--- config.mk ---
export PLATFORM = sky130hd
export DESIGN_NAME = mem_port_arbiter_flat
export DESIGN_NICKNAME = d
export VERILOG_FILES = /design/src/rtl/mem_port_arbiter_if.sv /design/src/rtl/mem_port_arbiter.sv /design/src/flat_wrapper.sv
export SDC_FILE = /design/constraint.sdc
export NUM_CORES = 1
export LEC_CHECK = 0
export CORE_MARGIN = 2
export CORE_UTILIZATION = 44
export CTS_CLUSTER_SIZE = 8
export DETAILED_ROUTE_END_ITERATION = 7
export GPL_TIMING_DRIVEN = 0
export PLACE_DENSITY_LB_ADDON = 0.3
export SETUP_SLACK_MARGIN = 0.1
export SLEW_MARGIN = 20
export SYNTH_ARGS = -nofsm -noshare
export SYNTH_HDL_FRONTEND = slang
export SYNTH_SLANG_ARGS = --single-unit
--- constraint.sdc ---
create_clock -name clk -period 4.4 [get_ports clk]
set_input_delay 0.44 -clock clk [delete_from_list [all_inputs] [get_ports clk]]
set_output_delay 0.44 -clock clk [all_outputs]
set_load 0.01 [all_outputs]
--- src/rtl/mem_port_arbiter_if.sv ---
// Bundles the fetch port, the data port and the shared single-port memory port
// of mem_port_arbiter; the arbiter uses the slave modport.
interface mem_port_arbiter_if;
  logic        ifReq;
  logic [15:0] ifAddr;
  logic        dmReq;
  logic        dmWr;
  logic [15:0] dmAddr;
  logic [15:0] dmWrData;
  logic [15:0] memDataOut;
  logic        memDone;
  logic        memEn;
  logic        memWr;
  logic [15:0] memAddr;
  logic [15:0] memDataIn;
  logic [15:0] ifRdData;
  logic        ifDone;
  logic [15:0] dmRdData;
  logic        dmDone;
  logic        stallIf;
  logic        stallMem;

  modport slave (
    input  ifReq, ifAddr, dmReq, dmWr, dmAddr, dmWrData, memDataOut, memDone,
    output memEn, memWr, memAddr, memDataIn, ifRdData, ifDone, dmRdData, dmDone,
           stallIf, stallMem
  );

  modport master (
    output ifReq, ifAddr, dmReq, dmWr, dmAddr, dmWrData, memDataOut, memDone,
    input  memEn, memWr, memAddr, memDataIn, ifRdData, ifDone, dmRdData, dmDone,
           stallIf, stallMem
  );
endinterface

--- src/rtl/mem_port_arbiter.sv ---
// Arbitrates fetch and data-stage requests onto one single-port memory, one transaction
// at a time. Optional fetch anti-starvation guard: define MEM_ARB_STARVE_GUARD_EN.
module mem_port_arbiter #(
  parameter int unsigned STARVE_LIMIT = 3
) (
  input  logic              clk,
  input  logic              rst_n,
  mem_port_arbiter_if.slave bus
);

  typedef enum logic [1:0] {IDLE, DATA, INST, RESP} state_t;

  state_t      state;
  state_t      nextState;
  logic        grantData;
  logic        grantInst;
  logic        starveHit;
  logic        firstCycle;
  logic        servedData;
  logic        memWrReg;
  logic [15:0] memAddrReg;
  logic [15:0] memDataInReg;
  logic [15:0] ifRdDataReg;
  logic [15:0] dmRdDataReg;

  // Data wins in IDLE unless the starvation guard says the fetch has waited long enough.
  always_comb begin
    nextState = state;
    grantData = 1'b0;
    grantInst = 1'b0;
    case (state)
      IDLE: begin
        if (bus.dmReq && !starveHit) begin
          grantData = 1'b1;
          nextState = DATA;
        end else if (bus.ifReq) begin
          grantInst = 1'b1;
          nextState = INST;
        end
      end
      DATA, INST: begin
        if (bus.memDone) nextState = RESP;
      end
      RESP:    nextState = IDLE;
      default: nextState = IDLE;
    endcase
  end

  // firstCycle is set only by a grant, so memEn covers exactly the first DATA/INST cycle.
  always_ff @(posedge clk or negedge rst_n) begin
    if (!rst_n) begin
      state        <= IDLE;
      firstCycle   <= 1'b0;
      servedData   <= 1'b0;
      memWrReg     <= 1'b0;
      memAddrReg   <= 16'h0000;
      memDataInReg <= 16'h0000;
    end else begin
      state      <= nextState;
      firstCycle <= grantData | grantInst;
      if (grantData) begin
        servedData   <= 1'b1;
        memWrReg     <= bus.dmWr;
        memAddrReg   <= bus.dmAddr;
        memDataInReg <= bus.dmWrData;
      end else if (grantInst) begin
        servedData <= 1'b0;
        memWrReg   <= 1'b0;
        memAddrReg <= bus.ifAddr;
      end
    end
  end

  always_ff @(posedge clk or negedge rst_n) begin
    if (!rst_n) begin
      ifRdDataReg <= 16'h0000;
      dmRdDataReg <= 16'h0000;
    end else if (bus.memDone) begin
      if (state == DATA && !memWrReg) dmRdDataReg <= bus.memDataOut;
      if (state == INST) ifRdDataReg <= bus.memDataOut;
    end
  end

`ifdef MEM_ARB_STARVE_GUARD_EN
  localparam int CW = (STARVE_LIMIT < 1) ? 1 : $clog2(STARVE_LIMIT + 1);

  logic [CW-1:0] starveCount;

  assign starveHit = bus.ifReq && (starveCount == CW'(STARVE_LIMIT));

  // Counts back-to-back data grants taken while a fetch was pending; saturates at the limit.
  always_ff @(posedge clk or negedge rst_n) begin
    if (!rst_n) begin
      starveCount <= '0;
    end else if (state == IDLE) begin
      if (grantInst || !bus.ifReq) begin
        starveCount <= '0;
      end else if (grantData && (starveCount != CW'(STARVE_LIMIT))) begin
        starveCount <= starveCount + 1'b1;
      end
    end
  end
`else
  assign starveHit = 1'b0;
`endif

  assign bus.memEn     = firstCycle;
  assign bus.memWr     = memWrReg;
  assign bus.memAddr   = memAddrReg;
  assign bus.memDataIn = memDataInReg;
  assign bus.ifRdData  = ifRdDataReg;
  assign bus.dmRdData  = dmRdDataReg;
  assign bus.dmDone    = (state == RESP) && servedData;
  assign bus.ifDone    = (state == RESP) && !servedData;
  assign bus.stallMem  = bus.dmReq & ~bus.dmDone;
  assign bus.stallIf   = bus.ifReq & ~bus.ifDone;

endmodule
--- src/flat_wrapper.sv ---
// flat-port wrapper written by rule: the top's interface ports become plain ports
module mem_port_arbiter_flat 
#(
  parameter int unsigned STARVE_LIMIT = 3
)
  (clk, rst_n, bus_ifReq, bus_ifAddr, bus_dmReq, bus_dmWr, bus_dmAddr, bus_dmWrData, bus_memDataOut, bus_memDone, bus_memEn, bus_memWr, bus_memAddr, bus_memDataIn, bus_ifRdData, bus_ifDone, bus_dmRdData, bus_dmDone, bus_stallIf, bus_stallMem);
  mem_port_arbiter_if bus_i ();
  input  logic clk;
  input  logic rst_n;
  input wire logic [$bits(bus_i.ifReq)-1:0] bus_ifReq;
  input wire logic [$bits(bus_i.ifAddr)-1:0] bus_ifAddr;
  input wire logic [$bits(bus_i.dmReq)-1:0] bus_dmReq;
  input wire logic [$bits(bus_i.dmWr)-1:0] bus_dmWr;
  input wire logic [$bits(bus_i.dmAddr)-1:0] bus_dmAddr;
  input wire logic [$bits(bus_i.dmWrData)-1:0] bus_dmWrData;
  input wire logic [$bits(bus_i.memDataOut)-1:0] bus_memDataOut;
  input wire logic [$bits(bus_i.memDone)-1:0] bus_memDone;
  output wire logic [$bits(bus_i.memEn)-1:0] bus_memEn;
  output wire logic [$bits(bus_i.memWr)-1:0] bus_memWr;
  output wire logic [$bits(bus_i.memAddr)-1:0] bus_memAddr;
  output wire logic [$bits(bus_i.memDataIn)-1:0] bus_memDataIn;
  output wire logic [$bits(bus_i.ifRdData)-1:0] bus_ifRdData;
  output wire logic [$bits(bus_i.ifDone)-1:0] bus_ifDone;
  output wire logic [$bits(bus_i.dmRdData)-1:0] bus_dmRdData;
  output wire logic [$bits(bus_i.dmDone)-1:0] bus_dmDone;
  output wire logic [$bits(bus_i.stallIf)-1:0] bus_stallIf;
  output wire logic [$bits(bus_i.stallMem)-1:0] bus_stallMem;
  assign bus_i.ifReq = bus_ifReq;
  assign bus_i.ifAddr = bus_ifAddr;
  assign bus_i.dmReq = bus_dmReq;
  assign bus_i.dmWr = bus_dmWr;
  assign bus_i.dmAddr = bus_dmAddr;
  assign bus_i.dmWrData = bus_dmWrData;
  assign bus_i.memDataOut = bus_memDataOut;
  assign bus_i.memDone = bus_memDone;
  assign bus_memEn = bus_i.memEn;
  assign bus_memWr = bus_i.memWr;
  assign bus_memAddr = bus_i.memAddr;
  assign bus_memDataIn = bus_i.memDataIn;
  assign bus_ifRdData = bus_i.ifRdData;
  assign bus_ifDone = bus_i.ifDone;
  assign bus_dmRdData = bus_i.dmRdData;
  assign bus_dmDone = bus_i.dmDone;
  assign bus_stallIf = bus_i.stallIf;
  assign bus_stallMem = bus_i.stallMem;
  mem_port_arbiter #(.STARVE_LIMIT(STARVE_LIMIT)) u_core (.clk(clk), .rst_n(rst_n), .bus(bus_i));
endmodule
==> impl_metrics.json <==
{
  "num_vias": 2262,
  "hold_viol": 0,
  "ioPinCount": 140,
  "die_h_um": 85.94,
  "ys_top_cells_by_count": "dfrtp_1, mux2_2, nand2_1, a22o_1, nand3b_1",
  "syn_nets": 292,
  "first_global_vias": 2446,
  "drv_cap": 0,
  "finalSetupViolations": 0,
  "drc": 0,
  "wire_per_inst_um": 16.13,
  "min_period_ps": 2495,
  "ir_drop_uv": 386.6,
  "path_clk_slew_ps": 80,
  "post-synth-top-count-cell": "dfrtp_1",
  "place_area_um2": 4457,
  "fin_crit_sh_pct": 56.70,
  "post-dp-hpwl_um": 5444,
  "clock_path_buffers": 2,
  "clock-sinks": 69,
  "seqCellArea_um2": 1727,
  "pre_cts_ws_ps": 1913,
  "cts_root_buf": "clkbuf_8",
  "overflow": 0,
  "ant_nets": 0,
  "gp_congestion": 0.7756,
  "grt_max_degree": 56,
  "crit_arrival_ps": 2050,
  "async_reset_ff_share_pct": 100.0,
  "crit_type": "in -> out",
  "firstDrtPassIters": 4,
  "drt-total-wl_um": 7260,
  "max_slew_margin_pct": 72.21,
  "synth.distinct_cells": 23,
  "synth_edf_count": 0,
  "fmax_ghz": 0.4008,
  "power.total_w": 0.003157,
  "clkLatencyLatePin_ps": 340,
  "leakage_nw": 2.073,
  "crit_required_ps": 3960,
  "max_slew.worst_pin.slew_ps": 416.9,
  "cts_buffers": 9,
  "fin_cells": 450,
  "drive_gt1_share_pct": 21.72,
  "netlist_top_cells_area": "dfrtp_1, mux2_2, a22o_1",
  "grt_pass1_wl_um": 12090,
  "synthCells": 217,
  "cts_tree": "built",
  "layout_setup_ws_ps": 1905,
  "finalSetupTns_ps": 0,
  "end_kind": "primary output",
  "start_kind": "primary input",
  "synthToLayoutAreaGrowth_pct": 57.94,
  "fin_worst_skew_ps": 11.56,
  "synth_seq_area_share_pct": 58.45,
  "dieArea_um2": 7385,
  "maxSlewViolCount": 0,
  "power.density_nw_per_um2": 676.6,
  "fin_nets": 443,
  "fp.dieW_um": 85.94,
  "multi_input_area_um2": 1127,
  "rows": 29,
  "status": "finished clean",
  "crit_fanout": 10,
  "viasPerCell": 5.027,
  "place_inst": 433,
  "synth_top_area_share_pct": 58.45,
  "grt_antenna_before_repair": 0,
  "fin_area_um2": 4666,
  "avgSynthCellArea_um2": 13.61,
  "drtIter0Drc": 82,
  "portBuffers": 138,
  "initial_utilization_pct": 46.00,
  "rsz0062_at_grt": "no",
  "cts_max_level": 3,
  "reg2reg_depth": 5,
  "grt_usage_pct": 21.30,
  "netlist_area_um2": 2954,
  "yosysWarnings": 0,
  "synthFlopType": "dfrtp_1",
  "core_area_um2": 6422,
  "min_path_type": "in -> async",
  "nFillCells": 443,
  "ys_ff_latch": 69,
  "synth.largest_area_cell": "dfrtp_1",
  "diodes": 0,
  "cts_setup_buffers": 0
}
layout by cell type (no fill, tap or decap), types with 2 or more instances in the layout:
cell type / count
clkinv_2: 2
nand3b_1: 14
buf_4: 3
inv_1: 3
mux2_2: 47
buf_2: 5
clkdlybuf4s50_1: 137
dfrtp_1: 69
a22o_1: 18
mux2i_1: 3
clkinv_4: 3
nand2_2: 2
buf_6: 4
clkbuf_8: 9
nor2b_1: 4
ha_1: 5
nand2_1: 31
cells by family after synthesis:
family / synth area share, %
AOI/OAI and AO/OA: 6.565
adders and majority gates: 2.118
buffers and inverters: 3.388
DFF: 58.45
muxes: 19.44
and+or+nand+nor: 10.04
metal layers:
metal  vias up  routed length, um  global-route usage, %
li1       1071                  -                      -
met1      1097               3030                  25.82
met2        82               3602                  35.87
met3        12                482                  5.390
met4         0                144                  9.380
met5         -                  0                      0
final cells by class:
class                           count  area share (%)
Timing Repair Buffer              140           30.36
Inverter                            3          0.2414
Clock buffer                        9           2.655
Multi-Input combinational cell    133           24.16
Tap cell                           77           2.065
Buffer                             12           1.904
Sequential cell                    69           37.01
Clock inverter                      7           1.609
power breakdown:
part           switching (W)  total (W)  internal, W  leakage, nW
clock network       0.000247   0.000511     0.000264        0.104
registers           0.000158    0.00111     0.000955        0.830
logic               0.000582    0.00153     0.000951         1.14
total               0.000987    0.00316      0.00217         2.07
registers in the layout, summed over array words and instances, names as in the netlist:
| signal | flops |
|---|---|
| u_core.bus.memEn | 1 |
| u_core.bus.memAddr | 16 |
| u_core.servedData | 1 |
| u_core.state | 2 |
| u_core.bus.ifRdData | 16 |
| u_core.bus.memDataIn | 16 |
| u_core.bus.dmRdData | 16 |
| u_core.bus.memWr | 1 |
final timing paths:
check | from | to | slack (ps)
setup / recovery | bus_dmReq | bus_stallMem | 1910
hold reg to reg | u_core.bus.memAddr[3]$_DFFE_PN0P_ | u_core.bus.memAddr[3]$_DFFE_PN0P_ | 510
hold / removal | rst_n | u_core.bus.memDataIn[15]$_DFFE_PN0P_ | 490
max in group asynchronous | rst_n | u_core.bus.memAddr[12]$_DFFE_PN0P_ | 3370
min in group clk | u_core.bus.memAddr[3]$_DFFE_PN0P_ | u_core.bus.memAddr[3]$_DFFE_PN0P_ | 510
setup reg to reg | u_core.state[0]$_DFFE_PN0P_ | u_core.bus.memDataIn[5]$_DFFE_PN0P_ | 2710
worst max-delay path: stages:
cell and delay [ps]:
clkdlybuf4s50_1 500, buf_6 150, buf_2 230, nor2b_1 160, clkdlybuf4s50_1 570
per-stage QoR:
step                util (%)  hold slack (ps)
floorplan                  -            144.4
global placement       69.00            480.1
finish                 72.65            487.5
detailed placement     69.39            317.1
global route           72.65            484.2
CTS                    72.65            484.4
timing repair:
item | in CTS | in global routing
setup endpoints to repair | 0 | 0
hold buffers | 1 | 0
gates resized for setup | 0 | 0
hold endpoints to repair | 14 | 0
(Power assumes the default switching activity.)
